===== config.mk =====
export PLATFORM = sky130hd
export DESIGN_NAME = ram16k_loader
export DESIGN_NICKNAME = d
export VERILOG_FILES = /design/src/rtl/ram16k_loader.sv
export SDC_FILE = /design/constraint.sdc
export NUM_CORES = 1
export LEC_CHECK = 0
export BUFFER_PORTS_ARGS = -buffer_cell sky130_fd_sc_hd__buf_2
export CAP_MARGIN = 30
export CORE_ASPECT_RATIO = 2
export CORE_UTILIZATION = 38
export DETAILED_ROUTE_END_ITERATION = 16
export GPL_TIMING_DRIVEN = 0
export HOLD_SLACK_MARGIN = 0.1
export PLACE_DENSITY = 0.66
export RECOVER_POWER = 50
export SYNTH_ARGS = -nofsm -noshare
export SYNTH_HDL_FRONTEND = slang
export SYNTH_SLANG_ARGS = --single-unit
export TNS_END_PERCENT = 20

===== constraint.sdc =====
create_clock -name clk -period 2.6 [get_ports clk]
set_input_delay 0 -clock clk [delete_from_list [all_inputs] [get_ports clk]]
set_output_delay 0 -clock clk [all_outputs]
set_load 0.02 [all_outputs]

===== src/rtl/ram16k_loader.sv =====
// Byte-stream to 16-bit word loader / bulk clearer owning the data RAM write port.
// Word written 2 cycles after its second byte (1 word per 3 cycles); byte_ready drops while a word or clear is issued.
module ram16k_loader #(
  parameter int          ADDR_W      = 14,
  parameter int          DEPTH       = 16384,
  parameter logic [15:0] CLEAR_VALUE = 16'h0000,
  parameter bit          HI_FIRST    = 1'b1
) (
  input  logic              clk,
  input  logic              reset,
  input  logic              clear_start,
  input  logic [7:0]        byte_data,
  input  logic              byte_valid,
  output logic              byte_ready,
  input  logic              stream_end,
  output logic [15:0]       ram_in,
  output logic              ram_load,
  output logic [ADDR_W-1:0] ram_address,
  output logic              busy,
  output logic              done,
  output logic              overflow,
  output logic [ADDR_W:0]   word_count
);

  typedef enum logic [2:0] {
    S_IDLE, S_HALF, S_WRITE, S_FLUSH, S_CLEAR, S_FINISH
  } state_t;

  localparam logic [ADDR_W:0]   CNT_MAX  = (ADDR_W+1)'(DEPTH);
  localparam logic [ADDR_W:0]   CNT_ONE  = (ADDR_W+1)'(1);
  localparam logic [ADDR_W-1:0] PTR_LAST = ADDR_W'(DEPTH - 1);
  localparam logic [ADDR_W-1:0] PTR_ONE  = ADDR_W'(1);

  state_t              state_q;
  logic [7:0]          first_q;
  logic [15:0]         word_q;
  logic [ADDR_W-1:0]   ptr_q;
  logic [ADDR_W:0]     cnt_q;
  logic                end_q;
  logic                active_q;
  logic                ovf_q;
  logic [15:0]         ram_in_q;
  logic                ram_load_q;
  logic [ADDR_W-1:0]   ram_addr_q;
  logic                done_q;

  logic        hs_d;
  logic        end_seen_d;
  logic [15:0] pair_d;
  logic [15:0] tail_d;

  assign byte_ready = (state_q == S_HALF) || (state_q == S_IDLE && !clear_start);
  assign hs_d       = byte_valid && byte_ready;
  assign end_seen_d = end_q || stream_end;
  assign pair_d     = HI_FIRST ? {first_q, byte_data} : {byte_data, first_q};
  assign tail_d     = HI_FIRST ? {first_q, 8'h00} : {8'h00, first_q};

  always_ff @(posedge clk) begin
    if (reset) begin
      state_q    <= S_IDLE;
      first_q    <= '0;
      word_q     <= '0;
      ptr_q      <= '0;
      cnt_q      <= '0;
      end_q      <= 1'b0;
      active_q   <= 1'b0;
      ovf_q      <= 1'b0;
      ram_in_q   <= '0;
      ram_load_q <= 1'b0;
      ram_addr_q <= '0;
      done_q     <= 1'b0;
    end else begin
      ram_load_q <= 1'b0;
      done_q     <= (state_q == S_FINISH);
      case (state_q)
        S_IDLE: begin
          if (clear_start) begin
            state_q  <= S_CLEAR;
            ptr_q    <= '0;
            cnt_q    <= '0;
            ovf_q    <= 1'b0;
            end_q    <= 1'b0;
            active_q <= 1'b1;
          end else if (hs_d) begin
            // word_count keeps the previous load's total until a new load starts
            if (!active_q) cnt_q <= '0;
            first_q  <= byte_data;
            end_q    <= end_seen_d;
            active_q <= 1'b1;
            state_q  <= S_HALF;
          end else if (end_seen_d) begin
            state_q <= S_FINISH;
          end
        end
        S_HALF: begin
          if (hs_d) begin
            word_q  <= pair_d;
            end_q   <= end_seen_d;
            state_q <= S_WRITE;
          end else if (end_seen_d) begin
            word_q  <= tail_d;
            state_q <= S_FLUSH;
          end
        end
        S_WRITE, S_FLUSH: begin
          if (cnt_q < CNT_MAX) begin
            ram_load_q <= 1'b1;
            ram_addr_q <= cnt_q[ADDR_W-1:0];
            ram_in_q   <= word_q;
            cnt_q      <= cnt_q + CNT_ONE;
          end else begin
            ovf_q <= 1'b1;
          end
          if (state_q == S_FLUSH || end_seen_d) begin
            end_q   <= 1'b0;
            state_q <= S_FINISH;
          end else begin
            state_q <= S_IDLE;
          end
        end
        S_CLEAR: begin
          ram_load_q <= 1'b1;
          ram_addr_q <= ptr_q;
          ram_in_q   <= CLEAR_VALUE;
          ptr_q      <= ptr_q + PTR_ONE;
          if (ptr_q == PTR_LAST) state_q <= S_FINISH;
        end
        S_FINISH: begin
          active_q <= 1'b0;
          end_q    <= 1'b0;
          state_q  <= S_IDLE;
        end
        default: state_q <= S_IDLE;
      endcase
    end
  end

  assign ram_in      = ram_in_q;
  assign ram_load    = ram_load_q;
  assign ram_address = ram_addr_q;
  assign busy        = (state_q != S_IDLE) || active_q;
  assign done        = done_q;
  assign overflow    = ovf_q;
  assign word_count  = cnt_q;

endmodule

==> results of run 1 <==
cell families after synthesis:
family,Yosys count,share of synthesized area [%]
adder cells (fa/ha/maj),2,0.685
multiplexers,18,4.97
AO/OA/AOI/OAI,109,19.9
XOR/XNOR,7,1.68
AND/OR/NAND/NOR,141,18.9
flip-flops,91,49.9
buffers and inverters,31,4.04
cell type report:
class | count | area (sq um) | area share, %
buffer | 24 | 113 | 2.54
clock buffer | 9 | 225 | 5.08
clock inverter | 7 | 98.8 | 2.23
inverter | 7 | 26.3 | 0.592
multi-input combinational | 277 | 1680 | 37.9
sequential | 91 | 1820 | 41.1
tap | 104 | 130 | 2.93
timing repair buffer | 70 | 340 | 7.67
sequential cells by signal, summed over array words and instances (netlist names):
register and count:
active_q 1, done 1, ram_load 1, end_q 1
first_q 8, word_count 15, ptr_q 14, overflow 1
ram_address 14, state_q 3, word_q 16, ram_in 16
layer usage:
metal	routed length [microns]	global-route usage, %	up-vias
li1	-	-	1605
met1	3670	19.9	1491
met2	5160	36.6	81
met3	261	4.22	19
met4	381	11.2	0
met5	0	0	-
cell usage in the layout (no fill, tap or decap), drive strengths merged, types with 4 or more instances in the layout:
cell type,count
a211oi,4
a21oi,35
a22o,8
a22oi,30
and3,7
buf,19
clkbuf,74
dfxtp,91
dlygate4sd3,10
inv,9
mux2i,17
nand2,31
nand3,12
nand3b,4
nand4,5
nor2,57
nor3,4
o21ai,15
o31ai,6
or3,7
xnor2,4
worst max path at each step:
stage                    start        endpoint  slack [ps]  cells past startpoint
floorplan           state_q[0]           end_q         890                      4
global placement    state_q[0]  word_count[14]         680                      5
detailed placement  state_q[0]   word_count[0]         660                      5
CTS                 state_q[0]   word_count[0]         640                      5
global route        state_q[0]  word_count[14]         350                      5
finish              state_q[1]       word_q[7]         520                      8
critical path, delay by kind of cell, from the launching register on:
family	cells	cell delay, ps
AND/OR/NAND/NOR	3	730
buffers and inverters	4	720
flip-flops	1	290
AO/OA/AOI/OAI	1	220
report_power, final:
group | total [mW] | leakage, nW | internal (mW) | switching, mW
Clock | 1.41 | 0.156 | 0.849 | 0.565
Combinational | 0.484 | 0.752 | 0.158 | 0.326
Sequential | 1.49 | 0.735 | 1.44 | 0.0438
metrics by stage:
stage	cells	util (%)	hold WS, ps	instance area (sq um)
final	589	47.6	110	4440
after global routing	589	47.6	121	4440
after CTS	589	48.4	103	4510
after detailed placement	563	43.8	234	4080
after global placement	563	43.8	233	4080
after floorplan	399	-	125	3650
==> results.yml, run 1 <==
timing:
  drv_slew: 0
  worst_pin_slew_ps: 846
  hold_viol: 0
  fmax_mhz: 482
  setup_slack_ps: 525
  period_share_pct: 79.8
  relSlewSlack_pct: 43.4
  setup_viol: 0
  skew_ps: 6.39
  rsz0062_at_grt: "no"
  tns_ps: 0
  min_period_ps: 2080
synthesis:
  synth_ff_type: "dfxtp_1"
  syn-cell-area_sq_mm: 0.00365
  synth_nets: 414
  synth_area_leaders: "dfxtp_1 50%, a22oi_1 6.2%, nor2_1 5.8%, a21oi_1 4.8%, mux2i_1 4.7%"
  synth.most_common_cell: "dfxtp_1"
  async_flop_share_pct: 0
  synth_seq_cells: 91
  synth.avg_cell_area_sq_um: 9.16
  yosys.area.top_type: "dfxtp_1"
  synth_common_cells: "91 x dfxtp_1, 56 x nor2_1, 35 x a21oi_1, 30 x a22oi_1, 30 x nand2_1"
  synth_top_area_share_pct: 49.9
  synth_edf_count: 0
  yosys_warnings: 0
  syn_inst: 399
  synth_seq_area_share_pct: 49.9
  yosysUniqueCellTypes: 49
drt:
  drtIter0Drc: 166
  via_per_inst: 5.43
  dr.pass1.iters: 11
  drc: 5
  routed_wirelength_microns: 9470
  vias: 3196
  avgRoutedWirePerCell_microns: 16.1
  antenna_left: 0
setup_path:
  rr_endpoint: "word_q[7]"
  cp_data_required_time_ps: 2830
  crit_slowest_cell: "or3_1"
  cp-start-kind: "register"
  crit_chain: "buf_4, inv_1, nand2_1, or3_1, clkbuf_1, nor2b_4, buf_6, a22o_1"
  critical-path-max-stage-delay_ps: 340
  regToRegSetupSlack_ps: 520
  cp_max_fo: 10
  critPathCaptureType: "register"
  worstPathArrival_ps: 2310
  path_class: "reg -> reg"
  reg2reg_from: "state_q[1]"
  r2r_cells: 8
global_routing:
  grt_pass1_vias: 3114
  antenna_found_initial: 0
  grt_pass1_wl_microns: 15300
  gr-total-overflow: 0
  grt_max_degree: 17
  track_usage_pct: 19.8
pwr:
  p_per_area_mw_per_mm2: 763
  ir_drop_mv: 0.507
  power_mw: 3.38
  p_leak_nw: 1.64
clock_network:
  insertion_delay_ps: 340
  root_buffer: "clkbuf_16"
  cts_tree: "done"
  htreeDepth: 3
  cts_setup_buffers: 0
  cts_sinks: 91
  numCtsBuffers: 9
  clk_pin_slew_worst_paths_ps: 70
  post_cts_resized: 0
  clk_path_buf_depth: 2
  cts_hold_buf: 10
floorplanning:
  core-area_sq_mm: 0.00932
  die_x_microns: 71.3
  placementRows: 50
  dieArea_sq_mm: 0.0100
  io_pins: 63
  die_h_microns: 141
  initial_core_util_pct: 39.2
place:
  portBuffers: 60
  dp_hpwl_microns: 7060
  place_ws_ps: 659
  place_congestion: 0.844
finish:
  n_fill_cell: 906
  final_nets: 495
  drive_gt1_share_pct: 8.87
  num_antenna_cells: 0
  syn2layout_area_growth_pct: 21.4
min_path:
  whs_endpoint: "word_q[0]"
  hold_class: "in -> reg"
  whs_path_depth: 3
  min_from: "reset"
status:
  status: "finished, violations left"
  violations: "DRC"
job:
  timing.max_cap.violations: 0
Power figures use the tool's default switching activity.
==> run 2: changes to the inputs <==
--- a/config.mk
+++ b/config.mk
@@ -12,7 +12,7 @@
 export DETAILED_ROUTE_END_ITERATION = 16
 export GPL_TIMING_DRIVEN = 0
 export HOLD_SLACK_MARGIN = 0.1
-export PLACE_DENSITY = 0.66
+export PLACE_DENSITY = 0.68
 export RECOVER_POWER = 50
 export SYNTH_ARGS = -nofsm -noshare
 export SYNTH_HDL_FRONTEND = slang
==> constraint.sdc (replaced) <==
create_clock -name clk -period 1.9 [get_ports clk]
set_input_delay 0 -clock clk [delete_from_list [all_inputs] [get_ports clk]]
set_output_delay 0 -clock clk [all_outputs]
set_load 0.02 [all_outputs]
==> run 2 against run 1 <==
First-iteration DRC count decreased by 5.4%; via count is 1.7% higher; critical path type is now reg -> out; sequential share of layout area decreased by 0.36 points; the run still ends with DRC left.
==> results.yml, run 2 (synthesis gave the netlist of run 1 again) <==
status:
  status: "finished, violations left"
  violations: "DRC"
floorplanning:
  die_h_microns: 141
  initial_core_util_pct: 39.2
  die_x_microns: 71.3
  core-area_sq_mm: 0.00932
  dieArea_sq_mm: 0.0100
  placementRows: 50
  io_pins: 63
pwr:
  p_leak_nw: 1.66
  switching_share_pct: 29.0
  p_clk_share_pct: 40.5
  switchingPower_mw: 1.34
  p_int_mw: 3.27
  ir_drop_mv: 0.565
  seqPwrFrac_pct: 44.3
  p_per_area_mw_per_mm2: 1030
  pwr-share-comb_pct: 15.2
clock_network:
  cts_tree: "done"
  root_buffer: "clkbuf_16"
  htreeDepth: 3
  numCtsBuffers: 9
  cts_sinks: 91
  clk_path_buf_depth: 2
  insertion_delay_ps: 340
  clk_pin_slew_worst_paths_ps: 60
finish:
  post-route-util_pct: 48.0
  final_nets: 497
  stdcell_count: 591
  final_cell_mix: "91 x dfxtp_1, 61 x clkbuf_1, 56 x nor2_1, 35 x a21oi_1"
  num_antenna_cells: 0
  final_common_cell: "dfxtp_1"
  drive_gt1_share_pct: 10.5
  syn2layout_area_growth_pct: 22.5
timing:
  rsz0062_at_grt: "yes"
  fmax_mhz: 547
  worst_pin_slew_ps: 882
  period_share_pct: 96.3
  hold_viol: 0
  relSlewSlack_pct: 41.0
  drv_slew: 0
  tns_ps: 0
  setup_viol: 0
  min_period_ps: 1830
  skew_ps: 7.75
place:
  place_congestion: 0.860
  post-place-cells: 563
  portBuffers: 60
  dp_hpwl_microns: 7230
global_routing:
  track_usage_pct: 19.3
  grt_pass1_wl_microns: 14900
  grt_max_degree: 19
  grt_pass1_vias: 3094
  antenna_found_initial: 0
  gr-total-overflow: 0
drt:
  routed_wirelength_microns: 9520
  avgRoutedWirePerCell_microns: 16.1
  dr.pass1.iters: 10
  drc: 4
  met1_length_microns: 3530
  wl_met2_microns: 5380
  dr_wl_met3_microns: 305
  vias: 3251
  drtIter0Drc: 157
  antenna_left: 0
  via_per_inst: 5.50
  highest-signal-layer: "met4"
setup_path:
  critPathCaptureType: "output port"
  path_class: "reg -> out"
  cp-start-kind: "register"
  cp_data_required_time_ps: 1900
  cp_max_fo: 10
  worstPathArrival_ps: 1830
min_path:
  hold_class: "in -> reg"
job:
  timing.max_cap.violations: 0
run 2: changes by cell type in the layout (fill, tap and decap cells not counted), sizes merged:
| cell | delta |
|---|---|
| buf | +2 |
| bufinv | -1 |
| clkbuf | -1 |
| clkinv | -1 |
| clkinvlp | -1 |
| dlygate4sd3 | +1 |
| inv | +3 |
run 2: routing by layer:
| metal | up-vias | track usage (%) |
|---|---|---|
| met1 | 1544 | 18.6 |
| met2 | 79 | 36.8 |
| met3 | 19 | 4.29 |
| met4 | 0 | 10.4 |
| met5 | - | 0 |
| li1 | 1609 | - |
run 2: power by group through the flow:
stage | Combinational (mW) | Sequential (mW) | Clock, mW
3_5_place_dp | 0.660 | 2.08 | 0
4_1_cts | 0.682 | 2.04 | 1.90
6_report | 0.700 | 2.04 | 1.87
3_3_place_gp | 0.651 | 2.08 | 0
5_1_grt | 0.760 | 2.04 | 1.99
2_1_floorplan | 0.453 | 2.08 | 0
run 2: per-stage QoR:
stage          instance area (sq um)  power, mW  hold slack [ps]  setup slack (ps)
6_report                        4480       4.60              272              71.1
3_3_place_gp                    4080       2.73              233             -84.3
4_1_cts                         4500       4.62              101              21.9
5_1_grt                         4480       4.79              292             -12.2
3_5_place_dp                    4080       2.74              232              -111
2_1_floorplan                   3650       2.54              125               192
run 2: final timing paths:
kind / start / end / slack, ps / depth (start not counted)
setup / recovery: state_q[2] / byte_ready / 70 / 3
hold / removal: clear_start / overflow / 270 / 4
setup reg to reg: state_q[0] / word_q[7] / 90 / 6
hold reg to reg: ram_address[3] / ram_address[3] / 460 / 2
run 2: layout make-up:
| cell class | instances | area [sq um] |
|---|---|---|
| buffer | 24 | 118 |
| clock buffer | 9 | 225 |
| clock inverter | 7 | 87.6 |
| fill | 895 | 4850 |
| inverter | 7 | 26.3 |
| multi-input combinational | 277 | 1710 |
| sequential | 91 | 1820 |
| tap | 104 | 130 |
| timing repair buffer | 72 | 358 |
run 2: what timing repair did:
action / 4_1_cts / 5_1_grt
hold buffers: 10 / 1
setup endpoints to repair: 13 / 17
cloned: 0 / 0
pin swaps: 0 / 1
endpoints found under the hold margin: 18 / 1
buffers inserted: 0 / 1
resized for setup: 2 / 7
run 2: worst max-delay path: stages (launching register included):
cell and delay [ps]:
dfxtp_1 370, clkbuf_1 260, a211oi_1 580, buf_2 280
==> run 3: changes to the inputs <==
--- a/config.mk
+++ b/config.mk
@@ -5,10 +5,11 @@
 export SDC_FILE = /design/constraint.sdc
 export NUM_CORES = 1
 export LEC_CHECK = 0
-export BUFFER_PORTS_ARGS = -buffer_cell sky130_fd_sc_hd__buf_2
+export BUFFER_PORTS_ARGS = -buffer_cell sky130_fd_sc_hd__clkbuf_2
 export CAP_MARGIN = 30
 export CORE_ASPECT_RATIO = 2
 export CORE_UTILIZATION = 38
+export CTS_CLUSTER_DIAMETER = 40
 export DETAILED_ROUTE_END_ITERATION = 16
 export GPL_TIMING_DRIVEN = 0
 export HOLD_SLACK_MARGIN = 0.1
==> run 3 against run 2 <==
Combinational power hardly changed; global-route usage is 0.11 points higher; via count is 0.43% higher; critical endpoint is now word_q[7]; total power is 2.5% higher; largest cell class unchanged; die area stayed put; utilization is 0.23 points higher; worst hold slack worse by 190 ps; the flow still finishes with violations (DRC); sequential share of layout area is 0.19 points lower; non-clock buffer count stayed put; highest routed layer unchanged.
==> results.yml, run 3 (synthesis gave the netlist of run 1 again) <==
clock_network:
  clk_pin_slew_worst_paths_ps: 70
  root_buffer: "clkbuf_16"
  insertion_delay_ps: 350
  clk_path_buf_depth: 2
  htreeDepth: 3
  cts_tree: "done"
  cts_sinks: 91
  numCtsBuffers: 9
floorplanning:
  dieArea_sq_mm: 0.0100
  io_pins: 63
  placementRows: 50
  die_h_microns: 141
  initial_core_util_pct: 39.2
  core-area_sq_mm: 0.00932
  die_x_microns: 71.3
setup_path:
  rr_endpoint: "word_q[7]"
  regToRegSetupSlack_ps: 100
  path_buf_inv: 2
  critical-path-max-stage-delay_ps: 530
  cp-start-kind: "register"
  crit_family: "simple AND/OR/NAND/NOR gates"
  path_depth: 6
  reg2reg_from: "state_q[0]"
  crit_chain: "nand2_2, or3_1, buf_6, nor2b_4, buf_6, a22o_1"
  path_class: "reg -> reg"
  r2r_cells: 6
  critPathCaptureType: "register"
  worstPathArrival_ps: 2040
  cp_data_required_time_ps: 2140
  cp_max_fo: 10
  crit_slowest_cell: "dfxtp_1"
  crit_top_cell: "buf_6"
finish:
  stdcell_count: 591
  final_common_cell: "dfxtp_1"
  syn2layout_area_growth_pct: 23.1
  num_antenna_cells: 0
  drive_gt1_share_pct: 10.9
  final_nets: 497
  final_cell_mix: "91 x dfxtp_1, 62 x clkbuf_1, 56 x nor2_1, 35 x a21oi_1"
  n_fill_cell: 923
drt:
  drc: 4
  via_per_inst: 5.52
  vias: 3265
  drtIter0Drc: 164
  dr.pass1.iters: 11
  avgRoutedWirePerCell_microns: 16.1
  antenna_left: 0
  routed_wirelength_microns: 9490
timing:
  setup_viol: 0
  drv_slew: 0
  whs_ps: 85.0
  relSlewSlack_pct: 44.4
  period_share_pct: 94.8
  rsz0062_at_grt: "no"
  hold_viol: 0
  skew_ps: 5.53
  min_period_ps: 1800
  fmax_mhz: 555
  worst_pin_slew_ps: 831
status:
  violations: "DRC"
  status: "finished, violations left"
pwr:
  p_clk_share_pct: 42.0
  seqPwrFrac_pct: 43.2
  p_int_mw: 3.39
  switchingPower_mw: 1.32
  p_per_area_mw_per_mm2: 1050
  pwr-share-comb_pct: 14.8
  ir_drop_mv: 0.604
  switching_share_pct: 28.0
  p_leak_nw: 1.68
job:
  timing.max_cap.violations: 0
global_routing:
  grt_max_degree: 18
  grt_pass1_vias: 3108
  grt_pass1_wl_microns: 15100
  gr-total-overflow: 0
  track_usage_pct: 19.5
  antenna_found_initial: 0
min_path:
  min_from: "reset"
  hold_class: "in -> reg"
  whs_path_depth: 3
  whs_endpoint: "word_count[1]"
place:
  place_congestion: 0.869
  portBuffers: 60
  dp_hpwl_microns: 7200
  post-place-cells: 563
## run 3: cell count changes in the layout (fill, tap and decap cells not counted), sizes merged
cell and delta:
clkbuf +14, buf -13, bufinv +1, dlygate4sd3 -1, inv -1
## run 3: stage by stage
stage / setup WS, ps / utilization, % / total power [mW] / cell area [sq um] / TNS, ps
global route: 6.44 / 48.2 / 4.90 / 4500 / 0
CTS: 50.1 / 48.5 / 4.72 / 4520 / 0
finish: 99.1 / 48.2 / 4.72 / 4500 / 0
global placement: -76.9 / 43.8 / 2.73 / 4080 / -688
detailed placement: -114 / 43.8 / 2.74 / 4080 / -924
floorplan: 192 / - / 2.54 / 3650 / 0
## run 3: cell type report
| cell class | instances | area [sq um] | share of cell area [%] |
|---|---|---|---|
| Buffer | 24 | 124 | 2.75 |
| Multi-Input combinational cell | 277 | 1710 | 38.0 |
| Clock inverter | 7 | 106 | 2.37 |
| Sequential cell | 91 | 1820 | 40.5 |
| Timing Repair Buffer | 72 | 355 | 7.90 |
| Tap cell | 104 | 130 | 2.89 |
| Clock buffer | 9 | 225 | 5.01 |
| Inverter | 7 | 26.3 | 0.584 |
## run 3: worst max-delay path by stage
stage / start / end / slack [ps]
2_1_floorplan: state_q[0] / end_q / 190
3_3_place_gp: state_q[0] / word_count[12] / -80
3_5_place_dp: state_q[0] / word_count[2] / -110
4_1_cts: state_q[0] / word_count[9] / 50
5_1_grt: state_q[0] / ram_address[13] / 6
6_report: state_q[0] / word_q[7] / 100
## run 3: metal layers
layer	GRT usage [%]	wire length (microns)	share of wire [%]	vias up
met5	0	0	0	-
met4	12.1	411	4.3	0
met3	4.07	314	3.3	26
met2	36.8	5350	56	82
met1	18.4	3410	36	1555
li1	-	-	-	1602
## run 3: tightest hold or removal path: stages
cell	delay [ps]
buf_6	110
nand2b_2	220
a21oi_1	50
## run 3: power groups by stage
stage / Clock, mW / Combinational, mW / Sequential, mW
floorplan: 0 / 0.453 / 2.08
global placement: 0 / 0.651 / 2.08
detailed placement: 0 / 0.658 / 2.08
CTS: 2.01 / 0.678 / 2.04
global route: 2.09 / 0.763 / 2.05
finish: 1.98 / 0.699 / 2.04
## run 3: timing repair
action                                  in CTS  in global routing
hold buffers                                10                  0
endpoints found under the setup margin      13                 20
pin swaps                                    0                  1
buffers inserted                             0                  2
gates resized for setup                      2                  6
hold endpoints to repair                    18                  0
